[src/rtl/ps2_mouse_port.sv]
// ps2_mouse_port
//   Z80 I/O-port front end for the MiSTer PS/2 mouse packet bus. Accumulates
//   signed X/Y motion from hps_io packets with saturation to [-128,+127],
//   tracks buttons, and serves four read ports at BASE_ADDR..BASE_ADDR+3:
//     +0 X accumulator, +1 Y accumulator,
//     +2 {ovf, irq_pend, 3'b0, buttons{M,R,L}}, +3 8'h00.
//   Reads are snapshot-and-subtract: the value shown to the CPU is latched at
//   the start of the read and subtracted once the read ends, so motion that
//   arrives during a read is kept.
//
//   Optional feature macro: MOUSE_IRQ_EN (interrupt request on new motion or
//   button change, cleared by a port-2 read). Undefined: irq_n is tied high
//   and status bit 6 reads 0.
//
// Ports
//   clk        in  1   CPU clock, rising edge
//   reset_n    in  1   synchronous reset, active-low
//   ps2_mouse  in  25  [24] toggle, [23:16] Y low, [15:8] X low, [7:0] status
//   io_addr    in  8   CPU I/O address
//   io_rd      in  1   high during a non-M1 I/O read
//   io_sel     out 1   address decode hit (combinational)
//   io_dout    out 8   read data, 8'h00 when not reading this block
//   mouse_x    out 8   live signed X accumulator
//   mouse_y    out 8   live signed Y accumulator
//   mouse_b    out 3   live buttons {M,R,L}
//   irq_n      out 1   active-low interrupt request
module ps2_mouse_port #(
  parameter logic [7:0] BASE_ADDR = 8'h30
) (
  input  logic        clk,
  input  logic        reset_n,
  input  logic [24:0] ps2_mouse,
  input  logic [7:0]  io_addr,
  input  logic        io_rd,
  output logic        io_sel,
  output logic [7:0]  io_dout,
  output logic [7:0]  mouse_x,
  output logic [7:0]  mouse_y,
  output logic [2:0]  mouse_b,
  output logic        irq_n
);

  logic [24:0]       r_pkt;
  logic              r_tog_prev;
  logic signed [7:0] r_acc_x;
  logic signed [7:0] r_acc_y;
  logic [2:0]        r_btn;
  logic              r_ovf;
  logic [7:0]        r_snap;
  logic [1:0]        r_port;
  logic              r_rd_act;

  logic              w_stb;
  logic signed [8:0] w_dx;
  logic signed [8:0] w_dy;
  logic              w_rd_cur;
  logic              w_rd_start;
  logic              w_rd_end;
  logic              w_clr_x;
  logic              w_clr_y;
  logic              w_clr_s;
  logic [7:0]        w_sub_x;
  logic [7:0]        w_sub_y;
  logic signed [9:0] w_sum_x;
  logic signed [9:0] w_sum_y;
  logic              w_sat_x;
  logic              w_sat_y;
  logic              w_irq_pend;
  logic [7:0]        w_status;
  logic [7:0]        w_rd_mux;
  logic              w_unused_bits;

  // Clamp a 10-bit intermediate sum to the signed 8-bit range.
  function automatic logic signed [7:0] sat8(input logic signed [9:0] v);
    if (v > 10'sd127)
      sat8 = 8'sd127;
    else if (v < -10'sd128)
      sat8 = -8'sd128;
    else
      sat8 = v[7:0];
  endfunction

  function automatic logic is_sat(input logic signed [9:0] v);
    is_sat = (v > 10'sd127) || (v < -10'sd128);
  endfunction

  // A packet is flagged by any change of the registered toggle bit.
  assign w_stb = r_pkt[24] ^ r_tog_prev;
  assign w_dx  = w_stb ? {r_pkt[4], r_pkt[15:8]}  : 9'sd0;
  assign w_dy  = w_stb ? {r_pkt[5], r_pkt[23:16]} : 9'sd0;

  assign io_sel     = (io_addr[7:2] == BASE_ADDR[7:2]);
  assign w_rd_cur   = io_rd & io_sel;
  assign w_rd_start = w_rd_cur & ~r_rd_act;
  assign w_rd_end   = r_rd_act & ~w_rd_cur;

  assign w_clr_x = w_rd_end & (r_port == 2'd0);
  assign w_clr_y = w_rd_end & (r_port == 2'd1);
  assign w_clr_s = w_rd_end & (r_port == 2'd2);

  // Subtract the snapshot the CPU saw, not the live value, so any delta
  // landing in the same cycle or during the read is preserved.
  assign w_sub_x = w_clr_x ? r_snap : 8'h00;
  assign w_sub_y = w_clr_y ? r_snap : 8'h00;

  assign w_sum_x = {{2{r_acc_x[7]}}, r_acc_x} + {w_dx[8], w_dx}
                 - {{2{w_sub_x[7]}}, w_sub_x};
  assign w_sum_y = {{2{r_acc_y[7]}}, r_acc_y} + {w_dy[8], w_dy}
                 - {{2{w_sub_y[7]}}, w_sub_y};
  assign w_sat_x = is_sat(w_sum_x);
  assign w_sat_y = is_sat(w_sum_y);

  assign w_status = {r_ovf, w_irq_pend, 3'b000, r_btn};

  always_comb begin
    w_rd_mux = 8'h00;
    case (io_addr[1:0])
      2'd0:    w_rd_mux = r_acc_x;
      2'd1:    w_rd_mux = r_acc_y;
      2'd2:    w_rd_mux = w_status;
      default: w_rd_mux = 8'h00;
    endcase
  end

  assign io_dout = w_rd_cur ? r_snap : 8'h00;
  assign mouse_x = r_acc_x;
  assign mouse_y = r_acc_y;
  assign mouse_b = r_btn;

  // Status bits 7:6 and bit 3 of the packet carry nothing used here.
  assign w_unused_bits = ^{r_pkt[7:6], r_pkt[3]};

  always_ff @(posedge clk) begin
    if (!reset_n) begin
      // Seeding the previous toggle from the live input prevents a phantom
      // packet on reset release.
      r_pkt      <= ps2_mouse;
      r_tog_prev <= ps2_mouse[24];
      r_acc_x    <= 8'sd0;
      r_acc_y    <= 8'sd0;
      r_btn      <= 3'b000;
      r_ovf      <= 1'b0;
      r_snap     <= 8'h00;
      r_port     <= 2'd0;
      r_rd_act   <= 1'b0;
    end else begin
      r_pkt      <= ps2_mouse;
      r_tog_prev <= r_pkt[24];
      r_acc_x    <= sat8(w_sum_x);
      r_acc_y    <= sat8(w_sum_y);
      r_rd_act   <= w_rd_cur;
      if (w_stb)
        r_btn <= r_pkt[2:0];
      if (w_rd_start) begin
        r_snap <= w_rd_mux;
        r_port <= io_addr[1:0];
      end
      // A new overflow wins over a clear in the same cycle.
      r_ovf <= w_sat_x | w_sat_y | (r_ovf & ~w_clr_s);
    end
  end

`ifdef MOUSE_IRQ_EN
  logic r_irq_pend;
  logic r_irq_n;
  logic w_irq_set;

  assign w_irq_set = w_stb & ((w_dx != 9'sd0) || (w_dy != 9'sd0) ||
                              (r_pkt[2:0] != r_btn));

  always_ff @(posedge clk) begin
    if (!reset_n) begin
      r_irq_pend <= 1'b0;
      r_irq_n    <= 1'b1;
    end else begin
      r_irq_pend <= w_irq_set | (r_irq_pend & ~w_clr_s);
      r_irq_n    <= ~r_irq_pend;
    end
  end

  assign w_irq_pend = r_irq_pend;
  assign irq_n      = r_irq_n;
`else
  assign w_irq_pend = 1'b0;
  assign irq_n      = 1'b1;
`endif

endmodule

[config.mk]
export PLATFORM = sky130hd
export DESIGN_NAME = ps2_mouse_port
export DESIGN_NICKNAME = d
export VERILOG_FILES = /design/src/rtl/ps2_mouse_port.sv
export SDC_FILE = /design/constraint.sdc
export NUM_CORES = 1
export LEC_CHECK = 0
export CAP_MARGIN = 5
export CELL_PAD_IN_SITES_DETAIL_PLACEMENT = 1
export CELL_PAD_IN_SITES_GLOBAL_PLACEMENT = 2
export CORE_ASPECT_RATIO = 1.25
export CORE_MARGIN = 3
export CORE_UTILIZATION = 25
export DETAILED_ROUTE_END_ITERATION = 8
export PLACE_DENSITY = 0.66
export SETUP_SLACK_MARGIN = 0.05
export SYNTH_ARGS = -nofsm -noshare
export SYNTH_HDL_FRONTEND = slang
export SYNTH_SLANG_ARGS = --single-unit
export TNS_END_PERCENT = 20
[constraint.sdc]
create_clock -name clk -period 7.8 [get_ports clk]
set_input_delay 1.95 -clock clk [delete_from_list [all_inputs] [get_ports clk]]
set_output_delay 1.95 -clock clk [all_outputs]
set_load 0.01 [all_outputs]
==> metrics.txt <==
critical path peak fanout=11; Distinct cells, synth=50; Area growth syn-to-layout=28.9%; Worst-path clk slew=80 ps; final wirelength=9400 microns; Slew Viols, Final=0; CTS resizes=0; die area=around 15000 sq um; largest net degree at the start of global routing=22; Die W=109 microns; endpoint class of the critical path=register; Static Leak=1.80 nW; root buffer cell=clkbuf_16; hold_ws=479 ps; VDD IR max=0.000156 V; f_max=162 MHz; CTS tree=yes; crit start category=primary input; Synth Instances=374; ranking of synthesized cells by area=dfxtp_1 (32%), fa_1 (11%), ha_1 (7.5%); total gr overflow=0; Post-DP HPWL=7490 microns; Arrival @ worst endpoint=6330 ps; Final period util=0.792; setup_tns=0 ps; Seq/Total Area, Yosys=0.324; layout cell share with drive strength beyond 1=0.0530; commonest non-fill, non-tap cell in the layout=clkdlybuf4s50_1; most frequent cells in the layout=clkdlybuf4s50_1 (60), dfxtp_1 (54), nand2_1 (42); vias in the first global route=2933; antenna-violating nets left=0; Synth top area share=0.324; Post-Syn Nets=448; Non-Filler Instances=602; Rel. slew slack=0.526; antenna cell count=0; worst hold-check path type=reg -> reg; core area=12900 sq um; Skew-Pair Late Insertion Delay=310 ps; top_reg_cell synth=dfxtp_1; total track usage=0.135; clock sinks=between 50 and 60; Period minus WS final=6180 ps; setup bufs post-CTS=0; fillers=1552; status=completed; 1st-iter DRT viols=45; vias=2714; Seq cells post-synth=54; nets@finish=507; max cap viols=0; DR pass1 iterations=4; initial antenna violation count=0; DR DRC count=0; Hold Vio Cnt, Final=0; Worst Clk Skew=about 9 ps; first-pass GRT wire length=~15000 microns; Setup Viol. Count Final=0; Rows=46; WP data required=slightly below 8000 ps; worst slew pin tran=between 700 and 800 ps; routed length per instance=between 15 and 20 microns; pwr/cell area=~440 nW/um^2; Max Buffers Root-to-Sink=2; Initial Utilization=0.259; warnings from Yosys=0; Post-synth EDFFs=0; I/O pin count=65; IO buf count=60; area leader, netlist=dfxtp_1; H-tree levels=2; Avg Cell Area, Syn=8.93 sq um; WS Path Type=in -> reg; RSZ-0062 raised after global routing=no; Vert. Die Dim=135 microns; gp weighted congestion=roughly 0.80; cts bufs inserted=5; Setup WS post-layout=1620 ps; Vias/cell=4.51; setup slack after placement=roughly 1200 ps; placed cell count=594; Tot Pwr=1.88 mW; async set or reset register ratio after synthesis=0; Hold-fix buffers, CTS=0; Cell Area, Synth=approximately 3300 sq um
-- sequential cells by signal, summed over array words and instances, names as in the netlist --
register	cells
r_ovf	1
r_snap	8
mouse_y	8
r_tog_prev	1
r_pkt	22
mouse_x	8
r_port	2
mouse_b	3
r_rd_act	1
-- cell type report --
class                      count  area [sq um]  share of cell area
clock buffer                   6           129              0.0300
tap                          168           210              0.0489
sequential                    54          1080               0.251
multi-input combinational    270          2070               0.482
clock inverter                 2          37.5             0.00872
timing repair buffer          64           631               0.147
inverter                      38           143              0.0331
-- worst max-delay path, cell delays in order --
cell             delay (ps)
clkdlybuf4s50_1         450
nor2_1                   40
nand3_1                  70
nor3_1                   40
buf_4                   170
and2_1                  180
nand2b_1                180
nor3b_1                 400
nand2_1                 150
fa_1                    550
inv_1                    60
fa_1                    430
nand2b_1                210
a21oi_1                 310
o22ai_2                 160
xor2_2                  230
nand2b_1                130
a221oi_4                440
a21oi_1                 150
-- final timing paths --
kind,startpoint,end,slack (ps),depth (start not counted)
worst min-delay path,r_pkt[0],mouse_b[0],480,2
worst max-delay path,io_addr[7],mouse_y[6],1620,19
worst min register to register,r_pkt[0],mouse_b[0],480,2
worst max register to register,r_rd_act,mouse_y[6],3940,13
-- kinds of logic after synthesis --
kind of cell | Yosys count | share of synthesized area
xor+xnor | 16 | 0.0465
simple gates | 133 | 0.199
mux | 14 | 0.0424
flops | 54 | 0.324
fa+ha+maj | 38 | 0.183
buf+inv | 50 | 0.0577
other cells | 1 | 0.00112
compound gates | 68 | 0.146
-- per-stage QoR --
stage / utilization / cell area, sq um
2_1_floorplan: - / 3340
3_3_place_gp: 0.321 / 4140
3_5_place_dp: 0.321 / 4140
4_1_cts: 0.334 / 4300
5_1_grt: 0.334 / 4300
6_report: 0.334 / 4300
-- power by group --
part | internal, mW | switching [mW] | total [mW]
clock network | 0.152 | 0.112 | 0.265
registers | 0.333 | 0.0476 | 0.380
logic | 0.546 | 0.690 | 1.24
total | 1.03 | 0.850 | 1.88
-- synth_stat cells (3+ instances only) --
library cell  count
nand3_1           3
a211oi_1          4
a31o_1            6
mux2i_1          13
a21o_1            3
nand2b_1         12
fa_1             18
nor2b_1           4
and2_1           18
and3_1           10
a21oi_1          24
dfxtp_1          54
inv_1            38
nor3_1            8
xnor2_1           8
o21ai_0           7
ha_1             20
o21a_1            3
nor2_1           23
clkbuf_1         10
or3_1             8
xor2_1            6
nand2_1          42
-- metal layers --
layer | vias to the layer above | global-route usage | wire (microns)
met3 | 10 | 0.0277 | 237
li1 | 1365 | - | -
met1 | 1310 | 0.155 | 3930
met2 | 29 | 0.246 | 5040
met4 | 0 | 0.0457 | 183
met5 | - | 0 | 0
No activity file was read; power rests on OpenSTA's default activity.
